File: config.mk
export PLATFORM = sky130hd
export DESIGN_NAME = mul_arbiter
export DESIGN_NICKNAME = d
export VERILOG_FILES = /design/src/rtl/mul_arbiter.sv
export SDC_FILE = /design/constraint.sdc
export NUM_CORES = 1
export LEC_CHECK = 0
export CORE_UTILIZATION = 29
export CTS_CLUSTER_SIZE = 40
export DETAILED_ROUTE_END_ITERATION = 6
export GPL_TIMING_DRIVEN = 0
export PLACE_DENSITY = 0.57
export SKIP_CTS_REPAIR_TIMING = 1
export SLEW_MARGIN = 25
export SYNTH_ARGS = -nofsm -noshare
export SYNTH_HDL_FRONTEND = slang
export SYNTH_SLANG_ARGS = --single-unit
File: constraint.sdc
create_clock -name clk -period 5.2 [get_ports clk]
set_input_delay 1.04 -clock clk [delete_from_list [all_inputs] [get_ports clk]]
set_output_delay 1.04 -clock clk [all_outputs]
set_load 0.01 [all_outputs]
File: src/rtl/mul_arbiter.sv
// Two-requester front end for a shared fixed-latency signed multiplier.
// Define MUL_ARB_RR_EN for round-robin arbitration; default is fixed priority to requester 0.
module mul_arbiter #(
   parameter int MUL_LAT = 18
) (
   input  logic        clk,
   input  logic        n_rst,
   input  logic [1:0]  req,
   input  logic [15:0] a0,
   input  logic [15:0] b0,
   input  logic [15:0] a1,
   input  logic [15:0] b1,
   output logic [1:0]  ack,
   output logic [1:0]  done,
   output logic [31:0] result,
   output logic        busy,
   output logic        mul_start,
   output logic [15:0] mul_m,
   output logic [15:0] mul_q,
   input  logic [31:0] mul_result
);

   typedef enum logic [1:0] {IDLE, ISSUE, WAIT, DONE} state_t;

   state_t     state;
   logic [7:0] cnt;
   logic       gsel;
   logic       grant;

`ifdef MUL_ARB_RR_EN
   logic last_grant;

   // On contention, hand the multiplier to whoever did not get it last time.
   always_comb begin
      grant = 1'b0;
      if (req == 2'b11) grant = ~last_grant;
      else              grant = ~req[0];
   end
`else
   always_comb begin
      grant = ~req[0];
   end
`endif

   always_ff @(posedge clk or negedge n_rst) begin
      if (!n_rst) begin
         state     <= IDLE;
         ack       <= 2'b00;
         done      <= 2'b00;
         result    <= 32'd0;
         busy      <= 1'b0;
         mul_start <= 1'b0;
         mul_m     <= 16'd0;
         mul_q     <= 16'd0;
         cnt       <= 8'd0;
         gsel      <= 1'b0;
`ifdef MUL_ARB_RR_EN
         last_grant <= 1'b1;
`endif
      end else begin
         case (state)
            IDLE: begin
               ack       <= 2'b00;
               done      <= 2'b00;
               mul_start <= 1'b0;
               busy      <= 1'b0;
               if (req != 2'b00) begin
                  gsel      <= grant;
                  mul_m     <= grant ? a1 : a0;
                  mul_q     <= grant ? b1 : b0;
                  ack       <= grant ? 2'b10 : 2'b01;
                  mul_start <= 1'b1;
                  busy      <= 1'b1;
                  state     <= ISSUE;
`ifdef MUL_ARB_RR_EN
                  last_grant <= grant;
`endif
               end
            end
            ISSUE: begin
               ack       <= 2'b00;
               mul_start <= 1'b0;
               cnt       <= 8'(MUL_LAT - 1);
               state     <= WAIT;
            end
            WAIT: begin
               // Counter reaches zero exactly when the multiplier output becomes valid.
               if (cnt == 8'd0) begin
                  result <= mul_result;
                  done   <= gsel ? 2'b10 : 2'b01;
                  state  <= DONE;
               end else begin
                  cnt <= cnt - 8'd1;
               end
            end
            DONE: begin
               done  <= 2'b00;
               busy  <= 1'b0;
               state <= IDLE;
            end
            default: state <= IDLE;
         endcase
      end
   end

endmodule

==> qor.txt <==
Worst-skew pair later-pin latency: 0.34 ns
Pin count of the biggest net entering global routing: 49
Post-Syn Instances: 294
CP startpoint kind: primary input
Detailed Route WL: 9170 um
Worst-path clk slew: 0.06 ns
RSZ-0062 raised after global routing: no
Worst-Margin Slew: 0.703 ns
Outcome: completed
Top sig layer: met4
WL met1: 3850 um
Vias in the first global route: 2,857
Clock group share of total power: 21.3%
Metal3 WL: 1010 um
I/O Pins: 170
Slew Viols, Final: 0
PwrDens: 556 nW/um2
Worst Hold Class: flip-flop to flip-flop
Most frequent cells in the layout: 167 x clkdlybuf4s50_1, 81 x dfrtp_1, 42 x nand2_1
Worst slew margin: 52.8%
# nets final: 579
Area growth, synth to finish: 61.6%
Initial antenna violation count: 0
Core ar.: 12,200 um2
Final setup fails: 0
Total power draw: 3.28 mW
Cell row count: 40
Worst ir drop on vdd: 0.000186 V
DIE WIDTH: 114 um
GR Util All Layers: 14.5%
Sequential area share after synthesis: 55.6%
Max-cap viol count: 0
Post-Layout Cell Count: 647
Leak: 2.63 nW
Sw Share: 32.2%
Period utilization: 48.1%
Combinational share of power: 44.6%
Placed inst area: 5570 um2
Tmin final: 2.50 ns
Layout Skew: 0.00613 ns
CP endpoint kind: flip-flop
Initial DRC Count: 120
Design area: 5900 um2
Die ar.: 13,000 um2
Clock H-tree levels: 3
Share of layout cells above drive strength 1: 12.3%
First-pass GRT wire length: 14,400 um
Synth unique cells: 35
Reg power frac: 34.1%
Worst Path Required: 5.40 ns
Post-Route Utilization: 48.5%
Crit. Startpoint: req[1]
Root Driver: clkbuf_16
Total CTS buffers: 9
N_diodes: 0
Met2 WL: 4190 um
Vias: 2,870
DRT antenna net count: 0
Hold Crit Start: mul_m[15]$_DFFE_PN0P_
WL per Instance: 14.2 um
Syn_area_per_cell: 12.4 um2
Starting density of the core: 30.0%
Arrival @ worst endpoint: 2.70 ns
GPL Wtd Cong: 0.709
Fmax achieved: 0.399 GHz
Setup TNS: 0 ns
Synthesized flop and latch total: 81
Yosys warnings: 0
Max Buffers Root-to-Sink: 2
Via density per instance: 4.44
CP Max Fanout: 10
Overflow after GRT: 0
CTS sink count: 81
Crit Path Category: primary input to flip-flop
Die Ht: 114 um
Inst Count DP: 631
Final HPWL DP: 6940 um
Number of remaining DRC errors: 0
Commonest non-fill, non-tap cell in the layout: clkdlybuf4s50_1
DR pass1 iterations: 4
Number of flops mapped to enable cells by yosys: 0
Worst r2r src: state[0]$_DFFE_PN0P_
R2r setup slk: 3.15 ns
P_sw: 1.06 mW
Internal power: 2.22 mW
Async set or reset register ratio after synthesis: 100%
Fin. Hold Viols: 0
TritonCTS clock tree: yes
Synth Cell Area: 3650 um2
Main synth FF type: dfrtp_1
Port Buffers: 168
Syn_nets: 399
-- power groups by stage --
stage / Combinational [mW] / Clock [mW] / Sequential [mW]
after CTS: 1.49 / 0.721 / 1.12
after detailed placement: 1.48 / 0 / 1.12
final: 1.46 / 0.697 / 1.12
after floorplan: 0.583 / 0 / 1.23
after global routing: 1.60 / 0.741 / 1.16
after global placement: 1.47 / 0 / 1.11
-- registers in the layout, summed over array words and instances (netlist names) --
register	count
ack	2
busy	1
cnt	8
done	2
gsel	1
mul_m	16
mul_q	16
mul_start	1
result	32
state	2
-- worst paths after layout --
path                                               end  cells after the start
worst max-delay path              mul_m[2]$_DFFE_PN0P_                      4
worst min-delay path             mul_m[15]$_DFFE_PN0P_                      2
worst max register to register    mul_m[2]$_DFFE_PN0P_                      6
worst min register to register   mul_m[15]$_DFFE_PN0P_                      2
max in group asynchronous       result[31]$_DFFE_PN0P_                      2
min in group asynchronous        mul_m[14]$_DFFE_PN0P_                      1
-- kinds of logic (layout without fill, tap and decap cells) --
kind of cell             count (synthesis)  after routing  synth area share, %
adder cells (fa/ha/maj)                  5              5                 1.71
multiplexers                            68             68                 22.6
flip-flops                              81             81                 55.6
buffers and inverters                   23            208                 4.01
AND/OR/NAND/NOR                         62             62                 7.37
AO/OA/AOI/OAI                           55             55                 8.78
-- worst max-delay path: stages --
cell	delay [ns]
clkdlybuf4s50_1	0.48
o21ai_1	0.59
clkbuf_1	0.41
o21ai_0	0.17
-- per-layer routing --
layer | vias to the layer above | track usage (%)
met3 | 11 | 6.67
met4 | 0 | 5.80
met5 | - | 0
met1 | 1328 | 16.9
met2 | 138 | 23.1
li1 | 1393 | -
-- cell type report --
| class | instances | area (um2) |
|---|---|---|
| flip-flops and latches | 81 | 2030 |
| clock buffers | 9 | 225 |
| inverters | 7 | 26.3 |
| multi-input cells | 190 | 1480 |
| plain buffers | 16 | 120 |
| well taps | 168 | 210 |
| fillers | 1126 | 6270 |
| repair buffers | 169 | 1710 |
| clock inverters | 7 | 101 |
-- synthesized netlist by cell type, types with 3 or more instances --
library cell	count	area [um2]
a21oi_1	4	20.0
buf_1	3	11.3
clkbuf_1	7	26.3
dfrtp_1	81	2030
ha_1	5	62.6
inv_1	7	26.3
mux2_2	6	67.6
mux2_4	27	405
mux2i_1	35	350
nand2_1	42	158
nor2_1	8	30.0
o21ai_0	36	180
-- stage by stage --
stage / hold slack, ns / setup WS [ns]
after floorplan: 0.480 / 3.07
after CTS: 0.485 / 2.65
after global placement: 0.461 / 0.0368
after global routing: 0.509 / 2.52
after detailed placement: 0.471 / 2.30
final: 0.479 / 2.70
(Power assumes the default switching activity.)
==> edit: new RTL, same settings <==
The option `MUL_ARB_RR_EN` is turned on by a define.
--- a/src/rtl/mul_arbiter.sv
+++ b/src/rtl/mul_arbiter.sv
@@ -1,5 +1,7 @@
 // Two-requester front end for a shared fixed-latency signed multiplier.
 // Define MUL_ARB_RR_EN for round-robin arbitration; default is fixed priority to requester 0.
+`define MUL_ARB_RR_EN
+
 module mul_arbiter #(
    parameter int MUL_LAT = 18
 ) (
Check against the original RTL: same outputs for any inputs over 10 cycles, from zero or initial values and one cycle with n_rst low; that may be too few to reach the edited logic, so the function may still have changed.
==> edit against the original RTL <==
Clock skew is essentially flat. Cell area increased by 2.1%. Largest power group unchanged. Worst setup slack lost 0.16 ns. Area after synthesis increased by 2.9%. Die area grew 2.9%. Sequential cell count up 1. Synthesized cell count increased by 19%. Total power up 3.9%. Routed wire length rose by 18%.
==> edit: results (changes against the original RTL) <==
drt_iter0_drc: 222  # was 120
skew_ns: 0.005655  # was 0.006128 ns
vias: 3398  # was 2870
leakagePower_nw: 2.368  # was 2.629 nW
syn_area_per_cell_sq_um: 10.70  # was 12.41 sq um
yosysUniqueCellTypes: 45  # was 35
synth-async-reset-ratio_pct: 100.0  # unchanged
status: "complete, no violations"  # unchanged
wl_met2_um: 5022  # was 4189 um
ys_seq_area_share_pct: 54.68  # was 55.56%
gp_congestion: 0.7664  # was 0.7092
relSlewSlack_pct: 60.36  # was 52.81%
holdCritPathClass: "reg -> reg"  # unchanged
post-place-cells: 693  # was 631
grt_use_total_pct: 16.40  # was 14.48%
dp.final_hpwl_um: 7951  # was 6944 um
p_clk_share_pct: 20.8  # was 21.3%
wire_per_inst_um: 15.28  # was 14.17 um
arrival_ns: 2.86  # was 2.70 ns
via_per_inst: 4.793  # was 4.436
internal-power_mw: 2.242  # was 2.221 mW
synth_fp_nets: 457  # was 399
grt_pass1_wl_um: 16880  # was 14390 um
top_layer_used: "met4"  # unchanged
place_area_sq_um: 5690  # was 5569 sq um
pwr-share-comb_pct: 45.6  # was 44.6%
wl_met1_um: 4738  # was 3854 um
drive_above_1_share_pct: 11.17  # was 12.32%
critical_path.top_delay_family: "buffers and inverters"  # unchanged
synth_area_leaders: "dfrtp_1 54%, mux2_2 9.3%, a31oi_1 5.5%"  # was dfrtp_1 56%, mux2_4 11%, mux2i_1 9.6%
wl_met3_um: 895  # was 1005 um
yosysTopAreaCell: "dfrtp_1"  # unchanged
crit_path_max_incr_delay_ns: 0.46  # was 0.59 ns
cts_buffer_depth: 2  # unchanged
ir_worst_vdd_uv: 174.2  # was 186.5 uV
grt_max_degree: 62  # was 49
cp_slowest_cell: "clkdlybuf4s50_1"  # was o21ai_1
portBuffers: 169  # was 168
layout.nets: 638  # was 579
yosys-top-cells-count: "81 x dfrtp_1, 39 x nor2_1, 38 x o21ai_0"  # was 81 x dfrtp_1, 42 x nand2_1, 36 x o21ai_0
## edit: cell count changes after synthesis, sizes merged, moves of 2 or more
cell / before / now
mux2i: 35 / 2
a31oi: 0 / 33
nand2: 42 / 8
nor2: 8 / 39
nor2b: 0 / 2
clkbuf: 7 / 17
o211ai: 0 / 2
nand3: 2 / 34
o21a: 0 / 3
nand2b: 2 / 5
o21ai: 37 / 39
a21boi: 2 / 0
## edit: layer usage
metal  vias up  GRT usage [%]
met5         -              0
met3        15          4.864
met1      1600          20.13
met2       140          26.94
met4         0          6.752
li1       1643              -
## edit: path summary, 6_finish.rpt
path / from / end / slack, ns / cells after the start
setup / recovery: req[0] / mul_q[9] / 2.53 / 6
hold / removal: result[7] / result[7] / 0.49 / 1
setup reg to reg: state[0] / mul_q[9] / 3.01 / 6
hold reg to reg: result[7] / result[7] / 0.49 / 1
max in group asynchronous: n_rst / last_grant / 4.06 / 2
min in group asynchronous: n_rst / mul_q[0] / 0.55 / 1
## edit: area by class of cell
class | instances | area [sq um]
Clock inverter | 5 | 86.33
Fill cell | 1242 | 6600
Multi-Input combinational cell | 236 | 1553
Inverter | 8 | 30.03
Timing Repair Buffer | 170 | 1720
Clock buffer | 11 | 242.7
Sequential cell | 82 | 2053
Tap cell | 172 | 215.2
Buffer | 25 | 118.9
## edit: cells by family after synthesis
kind of cell    count (synthesis)  synth area share [%]
flops                          82                 54.68
fa+ha+maj                       6                 1.999
buf+inv                        33                 3.965
mux                            35                 10.43
compound gates                 93                 15.03
simple gates                  102                 13.90
## edit: stage by stage
stage | setup WS, ns | total power [mW]
after floorplan | 3.079 | 1.890
after global placement | -0.01656 | 2.697
after detailed placement | 2.187 | 2.725
after CTS | 2.549 | 3.443
after global routing | 2.317 | 3.644
final | 2.534 | 3.405
